File: src/rtl/twitchcore_uart_tx.sv
// twitchcore_uart_tx: memory-mapped byte transmitter for the twitchcore data bus.
// Stores to TXDATA queue a byte into a small FIFO; an 8N1 serializer drains it onto o_tx.
//
// Ports:
//   i_clk       single clock, rising edge
//   i_reset     asynchronous active-high reset
//   i_wr_en     bus write strobe (one cycle per store)
//   i_wr_addr   write byte offset: 0x0 TXDATA, 0x4 STATUS (wr_data[3]=1 clears overflow)
//   i_wr_data   store data
//   i_rd_en     bus read strobe
//   i_rd_addr   read byte offset: 0x4 STATUS, everything else reads 0
//   o_rd_data   registered read data, held until the next read
//   o_tx        serial line, idle high, registered
//   o_tx_done   one-cycle pulse as the FSM returns to idle after a stop bit
module twitchcore_uart_tx #(
  parameter int unsigned CLKS_PER_BIT = 4,
  parameter int unsigned FIFO_DEPTH   = 4
) (
  input  logic        i_clk,
  input  logic        i_reset,
  input  logic        i_wr_en,
  input  logic [3:0]  i_wr_addr,
  input  logic [31:0] i_wr_data,
  input  logic        i_rd_en,
  input  logic [3:0]  i_rd_addr,
  output logic [31:0] o_rd_data,
  output logic        o_tx,
  output logic        o_tx_done
);

  localparam int unsigned PtrW  = (FIFO_DEPTH > 1) ? $clog2(FIFO_DEPTH) : 1;
  localparam int unsigned CntW  = PtrW + 1;
  localparam int unsigned BaudW = (CLKS_PER_BIT > 1) ? $clog2(CLKS_PER_BIT) : 1;

  localparam logic [CntW-1:0]  DepthCnt   = CntW'(FIFO_DEPTH);
  localparam logic [BaudW-1:0] BaudLast   = BaudW'(CLKS_PER_BIT - 1);
  localparam logic [3:0]       AddrTxData = 4'h0;
  localparam logic [3:0]       AddrStatus = 4'h4;

  typedef enum logic [1:0] {
    StIdle,
    StStart,
    StData,
    StStop
  } state_e;

  // FIFO storage and bookkeeping
  logic [7:0]      r_mem [FIFO_DEPTH];
  logic [PtrW-1:0] r_wr_ptr;
  logic [PtrW-1:0] r_rd_ptr;
  logic [CntW-1:0] r_count;
  logic            r_ovf;

  // Serializer state
  state_e          r_state;
  state_e          w_state_d;
  logic [BaudW-1:0] r_baud;
  logic [BaudW-1:0] w_baud_d;
  logic [3:0]      r_bit_cnt;
  logic [3:0]      w_bit_d;
  logic [7:0]      r_shift;
  logic [7:0]      w_shift_d;
  logic            r_tx;
  logic            w_tx_d;
  logic            r_tx_done;
  logic            w_done_d;
  logic [31:0]     r_rd_data;

  logic w_push_req;
  logic w_push;
  logic w_pop;
  logic w_full;
  logic w_empty;
  logic w_busy;
  logic w_ovf_clr;
  logic w_baud_last;
  logic [31:0] w_status;
  logic w_unused_wdata;

  assign w_unused_wdata = ^i_wr_data[31:8];

  assign w_full      = (r_count == DepthCnt);
  assign w_empty     = (r_count == '0);
  assign w_busy      = (r_state != StIdle);
  assign w_push_req  = i_wr_en && (i_wr_addr == AddrTxData);
  // Fullness uses the pre-edge count, so a same-cycle pop cannot rescue a push.
  assign w_push      = w_push_req && !w_full;
  assign w_ovf_clr   = i_wr_en && (i_wr_addr == AddrStatus) && i_wr_data[3];
  assign w_baud_last = (r_baud == BaudLast);

  always_comb begin
    w_status      = '0;
    w_status[3:0] = {r_ovf, w_busy, w_empty, w_full};
  end

  // FIFO pointers, occupancy and sticky overflow
  always_ff @(posedge i_clk or posedge i_reset) begin
    if (i_reset) begin
      r_wr_ptr <= '0;
      r_rd_ptr <= '0;
      r_count  <= '0;
      r_ovf    <= 1'b0;
    end else begin
      if (w_push) r_wr_ptr <= r_wr_ptr + PtrW'(1);
      if (w_pop)  r_rd_ptr <= r_rd_ptr + PtrW'(1);
      case ({w_push, w_pop})
        2'b10:   r_count <= r_count + CntW'(1);
        2'b01:   r_count <= r_count - CntW'(1);
        default: r_count <= r_count;
      endcase
      if (w_push_req && w_full) begin
        r_ovf <= 1'b1;
      end else if (w_ovf_clr) begin
        r_ovf <= 1'b0;
      end
    end
  end

  // Storage needs no reset: occupancy alone decides what is valid.
  always_ff @(posedge i_clk) begin
    if (w_push) r_mem[r_wr_ptr] <= i_wr_data[7:0];
  end

  // Transmit FSM state register; o_tx and o_tx_done are registered here too.
  always_ff @(posedge i_clk or posedge i_reset) begin
    if (i_reset) begin
      r_state   <= StIdle;
      r_baud    <= '0;
      r_bit_cnt <= '0;
      r_shift   <= '0;
      r_tx      <= 1'b1;
      r_tx_done <= 1'b0;
    end else begin
      r_state   <= w_state_d;
      r_baud    <= w_baud_d;
      r_bit_cnt <= w_bit_d;
      r_shift   <= w_shift_d;
      r_tx      <= w_tx_d;
      r_tx_done <= w_done_d;
    end
  end

  // Next-state logic; w_tx_d is the line level for the cycle after the edge.
  always_comb begin
    w_state_d = r_state;
    w_baud_d  = r_baud;
    w_bit_d   = r_bit_cnt;
    w_shift_d = r_shift;
    w_tx_d    = r_tx;
    w_done_d  = 1'b0;
    w_pop     = 1'b0;
    case (r_state)
      StIdle: begin
        w_tx_d = 1'b1;
        if (!w_empty) begin
          w_pop     = 1'b1;
          w_shift_d = r_mem[r_rd_ptr];
          w_bit_d   = '0;
          w_baud_d  = '0;
          w_state_d = StStart;
          w_tx_d    = 1'b0;
        end
      end
      StStart: begin
        if (w_baud_last) begin
          w_baud_d  = '0;
          w_state_d = StData;
          w_tx_d    = r_shift[0];
        end else begin
          w_baud_d = r_baud + BaudW'(1);
        end
      end
      StData: begin
        if (w_baud_last) begin
          w_baud_d  = '0;
          w_shift_d = {1'b0, r_shift[7:1]};
          w_bit_d   = r_bit_cnt + 4'd1;
          if (r_bit_cnt == 4'd7) begin
            w_state_d = StStop;
            w_tx_d    = 1'b1;
          end else begin
            // Next bit is what the shift register will hold at bit 0 after the shift.
            w_tx_d = r_shift[1];
          end
        end else begin
          w_baud_d = r_baud + BaudW'(1);
        end
      end
      StStop: begin
        w_tx_d = 1'b1;
        if (w_baud_last) begin
          w_baud_d  = '0;
          w_state_d = StIdle;
          w_done_d  = 1'b1;
        end else begin
          w_baud_d = r_baud + BaudW'(1);
        end
      end
      default: begin
        w_state_d = StIdle;
        w_tx_d    = 1'b1;
      end
    endcase
  end

  // Read port samples pre-edge state, so a same-cycle write is not yet visible.
  always_ff @(posedge i_clk or posedge i_reset) begin
    if (i_reset) begin
      r_rd_data <= '0;
    end else if (i_rd_en) begin
      r_rd_data <= (i_rd_addr == AddrStatus) ? w_status : '0;
    end
  end

  assign o_rd_data = r_rd_data;
  assign o_tx      = r_tx;
  assign o_tx_done = r_tx_done;

endmodule

File: config.mk
export PLATFORM = sky130hd
export DESIGN_NAME = twitchcore_uart_tx
export DESIGN_NICKNAME = d
export VERILOG_FILES = /design/src/rtl/twitchcore_uart_tx.sv
export SDC_FILE = /design/constraint.sdc
export NUM_CORES = 1
export LEC_CHECK = 0
export BUFFER_PORTS_ARGS = -buffer_cell sky130_fd_sc_hd__buf_2
export CAP_MARGIN = 20
export CORE_MARGIN = 4
export CORE_UTILIZATION = 55
export CTS_BUF_LIST = sky130_fd_sc_hd__clkbuf_4 sky130_fd_sc_hd__clkbuf_8
export CTS_CLUSTER_DIAMETER = 80
export DETAILED_ROUTE_END_ITERATION = 8
export PLACE_DENSITY = 0.82
export SETUP_SLACK_MARGIN = 0.4
export SYNTH_ARGS = -nofsm -noshare
export SYNTH_HDL_FRONTEND = slang
export SYNTH_SLANG_ARGS = --single-unit
File: constraint.sdc
create_clock -name i_clk -period 2.8 [get_ports i_clk]
set_clock_uncertainty 0.05 [all_clocks]
set_input_delay 0.42 -clock i_clk [delete_from_list [all_inputs] [get_ports i_clk]]
set_output_delay 0.42 -clock i_clk [all_outputs]
set_load 0.03 [all_outputs]
## Yosys cells after proc, flatten, opt, wreduce, memory -nomap -nowiden

Memory sizes are Yosys's and may differ from the RTL's.
Index checks and enable logic that the tools add are counted.

- $add $sub $neg: 6
- Equal/unequal tests: 15
- Multiplexer cells: 30
- Reduce and logical (&&, ||, !) cells: 17

Operators with widths:

| operator | number |
|---|---|
| 8-bit two-way mux | 2 |
| 8-bit one-hot mux with 2 select lines | 1 |
| 2-bit two-way mux | 7 |
| 4-bit by 3-bit equality test with 1-bit output (second input constant) | 3 |
| 1-bit two-way mux | 12 |
| 4-bit two-way mux | 3 |
| 2-bit != test (second input constant) | 5 |
| 2-bit equality test (second input constant) | 4 |
| 2-bit one-hot mux with 4 select lines | 1 |
| 4-bit one-hot mux with 2 select lines | 1 |
| 2-bit nonzero test | 4 |
| 2-bit by 1-bit adder with 2-bit output (second input constant) | 3 |
| 3-bit one-hot mux with 2 select lines | 1 |
| 1-bit logical AND | 5 |
| 5-bit AND reduction | 1 |
| 4-bit by 1-bit adder with 4-bit output (second input constant) | 1 |
| 2-bit by 1-bit equality test with 1-bit output (second input constant) | 2 |
| 4-bit zero test | 1 |
| 1-bit one-hot mux with 4 select lines | 1 |
| 2-bit one-hot mux with 2 select lines | 1 |
| 3-bit by 1-bit adder with 3-bit output (second input constant) | 1 |
| 3-bit equality test (second input constant) | 1 |
| 3-bit zero test | 1 |
| 3-bit AND reduction | 1 |
| other kinds (5) | 5 |

- Register bits: 58
- Memory bits (writable): 32
- Input bits: 44
- Memories: 1

Memory list:

| memory | depth | bits a word | read ports | clocked after memory_dff | write ports | RTL line | RTL |
|---|---|---|---|---|---|---|---|
| r_mem | 4 | 8 | 1 | 0 | 1 | 48 | `logic [7:0] r_mem [FIFO_DEPTH];` |

## Longest topological paths before layout

- Depth after elaboration: 5
- Mapped depth: 10
- Depth with buffers taken out: 10

## Worst setup path after synthesis

Ideal clock, no wire load.

- Kind: input to register
- Start: input i_wr_addr[1]
- End: register r_count[2]
- Arrival time: 1885 ps
- Path slack: 736 ps
- Stages: 9
- Path buffers: 0
- Cells stage by stage: nor4b_4 > nor3b_2 > inv_1 > ha_1 > inv_1 > fa_1 > xor2_1 > nor2_1 > xor2_1

- Word-level cells in the longest chain between the ends: 5

RTL lines:

| item | RTL line | RTL |
|---|---|---|
| start: declaration | 22 | `input logic [3:0] i_wr_addr,` |
| 4-bit zero test * | 85 | `assign w_push_req = i_wr_en && (i_wr_addr == AddrTxData);` |
| 1-bit logical AND * | 85 |  |
| 1-bit logical AND * | 87 | `assign w_push = w_push_req && !w_full;` |
| 2-bit by 1-bit equality test with 1-bit output / 2-bit equality test (equally long branches) | 106 | `case ({w_push, w_pop})` |
| 3-bit one-hot mux with 2 select lines / 2-bit nonzero test (equally long branches) | -- |  |
| end signal: assignment | 107 | `2'b10: r_count <= r_count + CntW'(1);` |
| end signal: assignment | 108 | `2'b01: r_count <= r_count - CntW'(1);` |
| end signal: assignment | 109 | `default: r_count <= r_count;` |
| end: declaration | 51 | `logic [CntW-1:0] r_count;` |

Every way passes the cells marked *; elsewhere a longest branch is shown, timed or not.
A chain may end at the register's enable or synchronous reset.

## Final worst setup path

- Start: register r_count[2]
- End: register r_count[2]

- Word-level cells in the longest chain between the ends: 5

RTL lines:

| item | RTL line |
|---|---|
| 3-bit zero test / 3-bit equality test (equally long branches) | 83, 82 |
| 1-bit two-way mux / 1-bit zero test (equally long branches) | 155, 87 |
| 1-bit two-way mux / 1-bit logical AND (equally long branches) | 152, 87 |
| 2-bit by 1-bit equality test with 1-bit output / 2-bit equality test (equally long branches) | 106 |
| 3-bit one-hot mux with 2 select lines / 2-bit nonzero test (equally long branches) | -- |

Several ways; a longest one is shown, not always the timed one.

==> impl.org <==
** Pwr
- The worst-case IR drop observed on VDD is 0.619 mV.
- Of the total power, the share spent switching nets is 0.362.
- Of the total power, the clock network draws 0.201.
- Switching pwr :: 1.15 mW
- Of the total power, registers draw 0.421.
- The analysis attributes to cell leakage a power of 1.44 nW.
- Cell internal power was estimated by the tool at 2.03 mW.
- The design draws 3.18 mW.
- Of the total power, combinational logic draws 0.377.
- Power density over cell area :: 959 mW/mm²

** Drt
- Total detailed-routing wirelength :: 4890 µm
- Using the TritonRoute via totals, the vias-per-cell ratio works out to 5.18.
- The pre-antenna-repair detailed-routing pass consisted of 4 iterations.
- After detailed routing, the average wire length per cell comes to 14.4 µm.
- Summing over every cut layer, the via total after detailed routing is 1755.
- Antenna viol nets, final :: 0
- In the routed design, unresolved DRC markers number 0.
- Initial DRC Count :: 116

** Layout
- Fraction of final layout cells sized beyond drive strength 1 :: 0.230
- Registers take 0.00171 mm².
- The final layout contains 321 nets.
- The count of cells in the finished layout, fillers not included, comes to 339.
- Final core utilization :: 0.633
- The area growth from synthesis to layout is 8.74%.
- Fill cell count :: 384
- N_diodes :: 0
- Footprint of the multi-input gates :: 0.00113 mm²

** Setup path
- Highest cell delay on the worst timing path :: 0.49 ns
- The worst setup path is captured at a register.
- STA classifies the critical path startpoint as a register.
- On the critical path the largest part of the delay comes from adder cells.
- Cell chain of the critical path :: nor3b_2 > nor3b_2 > buf_4 > inv_1 > ha_1 > inv_1 > fa_1 > xor2_1 > nor2_1 > xor2_1
- Critical Path RT :: 3.00 ns
- The slowest stage of the critical path is the sky130_fd_sc_hd__dfrtp_1 cell.
- Along the worst path, the maximum fanout reaches 7.
- Arrival time at the worst endpoint :: 2.44 ns
- By startpoint and endpoint, the worst setup path is classified as register to register.
- Buf+Inv Stages, Crit Path :: 3

** Synth
- Distinct cell type count of the synthesized netlist :: 52
- Counting flops with a built-in enable in the synthesized netlist gives 32.
- For this run, asynchronously set or reset flops after synthesis account for 0.484.
- A synthesized cell averages 13.3 µm².
- Flops & latches, synth :: 62
- Portion of the post-synthesis area used by sequential elements :: 0.562
- The area fraction in compound gates after synthesis is 0.0800.
- Of the total synthesized cell area, the portion taken by XOR and XNOR cells is 0.0172.
- The mapped netlist covers 0.00305 mm².
- Cell count after synthesis :: 230
- Flip-flop cell with the highest count after synthesis :: sky130_fd_sc_hd__edfxtp_1
- Portion of netlist area occupied by mux cells :: 0.0952
- Of the total synthesized cell area, the portion taken by full adders, half adders and majority gates is 0.0558.
- Dominant combinational cell family by area after synthesis :: buffers and inverters
- During synthesis, Yosys emitted a total of 0 warnings.
- Simple-gate area share of the yosys netlist :: 0.0841

** Clock tree
- The clock passes through at most 2 buffers.
- Buffers inserted during clock tree synthesis total 9.
- The root buffer cell chosen for the clock tree is sky130_fd_sc_hd__clkbuf_8.
- The clock drives 62 sinks.
- Clock tree from TritonCTS :: built
- The H-tree was split into 3 levels.
- In this run, post-CTS hold repair placed 0 buffers.
- Clock Pin Slew Worst Setup and Hold Paths :: 0.07 ns
- The clock reaches the later pin of the worst-skew pair after 0.33 ns.

** Placement
- Input and output buffers added on the ports amount to 25.
- The wire-length estimate of the detail-placed layout is 3430 µm.
- Number of cells after detailed placement :: 323
- The congestion estimate from routability-driven global placement came to 0.776.

** Floorplanning
- Die Height :: 82.5 µm
- Number of placement rows :: 26
- Ports placed on the boundary :: 78
- Measured along the x axis, the die boundary spans 82.5 µm.
- For this configuration, the core starts out at a cell density of 0.582.
- Die outline area :: 0.00680 mm²
- The core region is 0.00524 mm².

** STA
- Least-Margin Pin Slew :: 0.531 ns
- The number of pins with negative max-slew slack in the final report was 0.
- Ratio of final minimum period to clock period :: 0.800
- Measured against its own limit, the worst slew margin works out to 0.639.
- Setup repair after global routing left no endpoint under its margin.
- Timing would allow up to 446 MHz.
- Setup TNS :: 0 ns
- Total count of hold-check failures in the final report :: 0
- Post-route worst hold slack :: 0.102 ns
- Setup violations remaining at the end of the flow were counted as 0.
- Counting I/O delays and the setup requirement, the final critical path takes 2.24 ns.

** Flow run
- Across the run, the number of max-cap violations was 0.

** Global route
- For this run, the total global-route usage over all layers was measured as 0.164.
- GR Overflow Total :: 0
- Maximum number of pins on one net before global-route repair :: 31
- The number of global-route vias before repair is 1725.
- The initial antenna violation count came to 0.
- The first global-routing pass estimated 8090 µm of wire.

** Outcome
- The run finished with clean final reports.

** Min path
- Class of the worst hold path :: input port to asynchronous set/reset pin
==> per-layer routing <==
layer  track usage  vias to the layer above  wire length, µm
li1              -                      837                -
met1         0.203                      857             2070
met2         0.272                       54             2450
met3        0.0369                        7              303
met4        0.0748                        0               65
met5             0                        -                0
==> cells in the mapped netlist, types with 2 or more instances <==
master / number / share of area
sky130_fd_sc_hd__ha_1: 12 / 0.049
sky130_fd_sc_hd__mux2_2: 7 / 0.026
sky130_fd_sc_hd__edfxtp_1: 32 / 0.32
sky130_fd_sc_hd__and2_1: 5 / 0.010
sky130_fd_sc_hd__xor2_1: 2 / 0.0057
sky130_fd_sc_hd__mux4_2: 2 / 0.015
sky130_fd_sc_hd__nor4b_4: 2 / 0.016
sky130_fd_sc_hd__nand2_1: 10 / 0.012
sky130_fd_sc_hd__o221ai_1: 7 / 0.020
sky130_fd_sc_hd__nand2b_1: 2 / 0.0041
sky130_fd_sc_hd__inv_1: 18 / 0.022
sky130_fd_sc_hd__o22ai_1: 4 / 0.0082
sky130_fd_sc_hd__a21oi_1: 5 / 0.0082
sky130_fd_sc_hd__nor2_1: 4 / 0.0049
sky130_fd_sc_hd__o21ai_0: 2 / 0.0033
sky130_fd_sc_hd__mux2i_1: 13 / 0.043
sky130_fd_sc_hd__buf_4: 29 / 0.071
sky130_fd_sc_hd__mux2_1: 2 / 0.0074
sky130_fd_sc_hd__dfrtp_1: 29 / 0.24
sky130_fd_sc_hd__xnor2_1: 4 / 0.011
sky130_fd_sc_hd__buf_6: 2 / 0.0074
sky130_fd_sc_hd__o31ai_1: 4 / 0.0098
sky130_fd_sc_hd__nand3_1: 3 / 0.0049
sky130_fd_sc_hd__or4_1: 2 / 0.0049
==> cells in the final DEF, fill, tap and decap left out, types with 4 or more instances in the layout <==
cell type / count
sky130_fd_sc_hd__conb_1: 28
sky130_fd_sc_hd__ha_1: 11
sky130_fd_sc_hd__dfrtp_1: 29
sky130_fd_sc_hd__xnor2_1: 4
sky130_fd_sc_hd__nand2_1: 10
sky130_fd_sc_hd__mux2_2: 7
sky130_fd_sc_hd__o31ai_1: 4
sky130_fd_sc_hd__inv_1: 18
sky130_fd_sc_hd__edfxtp_1: 32
sky130_fd_sc_hd__o221ai_1: 7
sky130_fd_sc_hd__clkbuf_8: 9
sky130_fd_sc_hd__mux2i_1: 13
sky130_fd_sc_hd__o22ai_1: 4
sky130_fd_sc_hd__and2_1: 5
sky130_fd_sc_hd__buf_2: 25
sky130_fd_sc_hd__a21oi_1: 5
sky130_fd_sc_hd__nor2_1: 4
sky130_fd_sc_hd__buf_4: 5
==> area by class of cell <==
class	count	share of cell area
clock buffer	10	0.0396
clock inverter	6	0.00868
inverter	18	0.0204
multi-input combinational	143	0.339
sequential	62	0.516
tap	70	0.0264
timing repair buffer	30	0.0490
==> worst register-to-register path, stage by stage, from the launching register on <==
cell and delay (ns):
sky130_fd_sc_hd__dfrtp_1 0.49, sky130_fd_sc_hd__nor3b_2 0.29, sky130_fd_sc_hd__nor3b_2 0.07, sky130_fd_sc_hd__buf_4 0.16, sky130_fd_sc_hd__inv_1 0.06, sky130_fd_sc_hd__ha_1 0.18
sky130_fd_sc_hd__inv_1 0.06, sky130_fd_sc_hd__fa_1 0.37, sky130_fd_sc_hd__xor2_1 0.15, sky130_fd_sc_hd__nor2_1 0.12, sky130_fd_sc_hd__xor2_1 0.16
==> power groups by stage <==
stage                     Combinational [mW]  Clock (mW)  Sequential, mW
after floorplan                         1.02           0            1.30
after global placement                  1.14           0            1.34
after detailed placement                1.20           0            1.35
after CTS                               1.20       0.651            1.34
after global routing                    1.35       0.698            1.37
final                                   1.20       0.641            1.34
==> repair_timing <==
| item | 4_1_cts | 5_1_grt |
|---|---|---|
| setup buffers | 0 | 0 |
| endpoints found under the setup margin | 0 | 1 |
| resized for setup | 0 | 2 |
| hold endpoints to repair | 0 | 0 |
==> through the flow <==
stage / area (µm²) / setup WS (ns)
3_5_place_dp: 3150 / 0.463
4_1_cts: 3310 / 0.440
5_1_grt: 3320 / 0.416
2_1_floorplan: 3150 / 0.736
6_report: 3320 / 0.560
3_3_place_gp: 3150 / 0.573
==> final timing paths <==
check	from	endpoint	slack, ns	cells past startpoint
worst max-delay path	r_count[2]$_DFFE_PP0P_	r_count[2]$_DFFE_PP0P_	0.56	10
worst min-delay path	i_reset	r_state[1]$_DFFE_PP0P_	0.10	3
worst max register to register	r_count[2]$_DFFE_PP0P_	r_count[2]$_DFFE_PP0P_	0.56	10
worst min register to register	r_baud[1]$_DFFE_PP0P_	r_baud[1]$_DFFE_PP0P_	0.45	2
max in group asynchronous	i_reset	o_tx$_DFFE_PP1P_	2.28	3
min in group i_clk	i_wr_addr[2]	r_ovf$_DFFE_PP0P_	0.24	2
==> cell families (layout without fill, tap and decap cells) <==
| logic type | count (synthesis) | after routing |
|---|---|---|
| AO/OA/AOI/OAI | 33 | 33 |
| XOR/XNOR | 6 | 6 |
| adder cells (fa/ha/maj) | 13 | 13 |
| buffers and inverters | 52 | 64 |
| flip-flops | 62 | 62 |
| multiplexers | 25 | 25 |
| other | 1 | 28 |
| AND/OR/NAND/NOR | 38 | 38 |
==> registers in the layout (all words and copies together) (netlist names), 3 cells and up <==
signal     flops
r_shift        8
r_bit_cnt      4
r_count        3
r_mem         32
o_rd_data      4
Note: power is estimated with default switching activity, not from simulation.
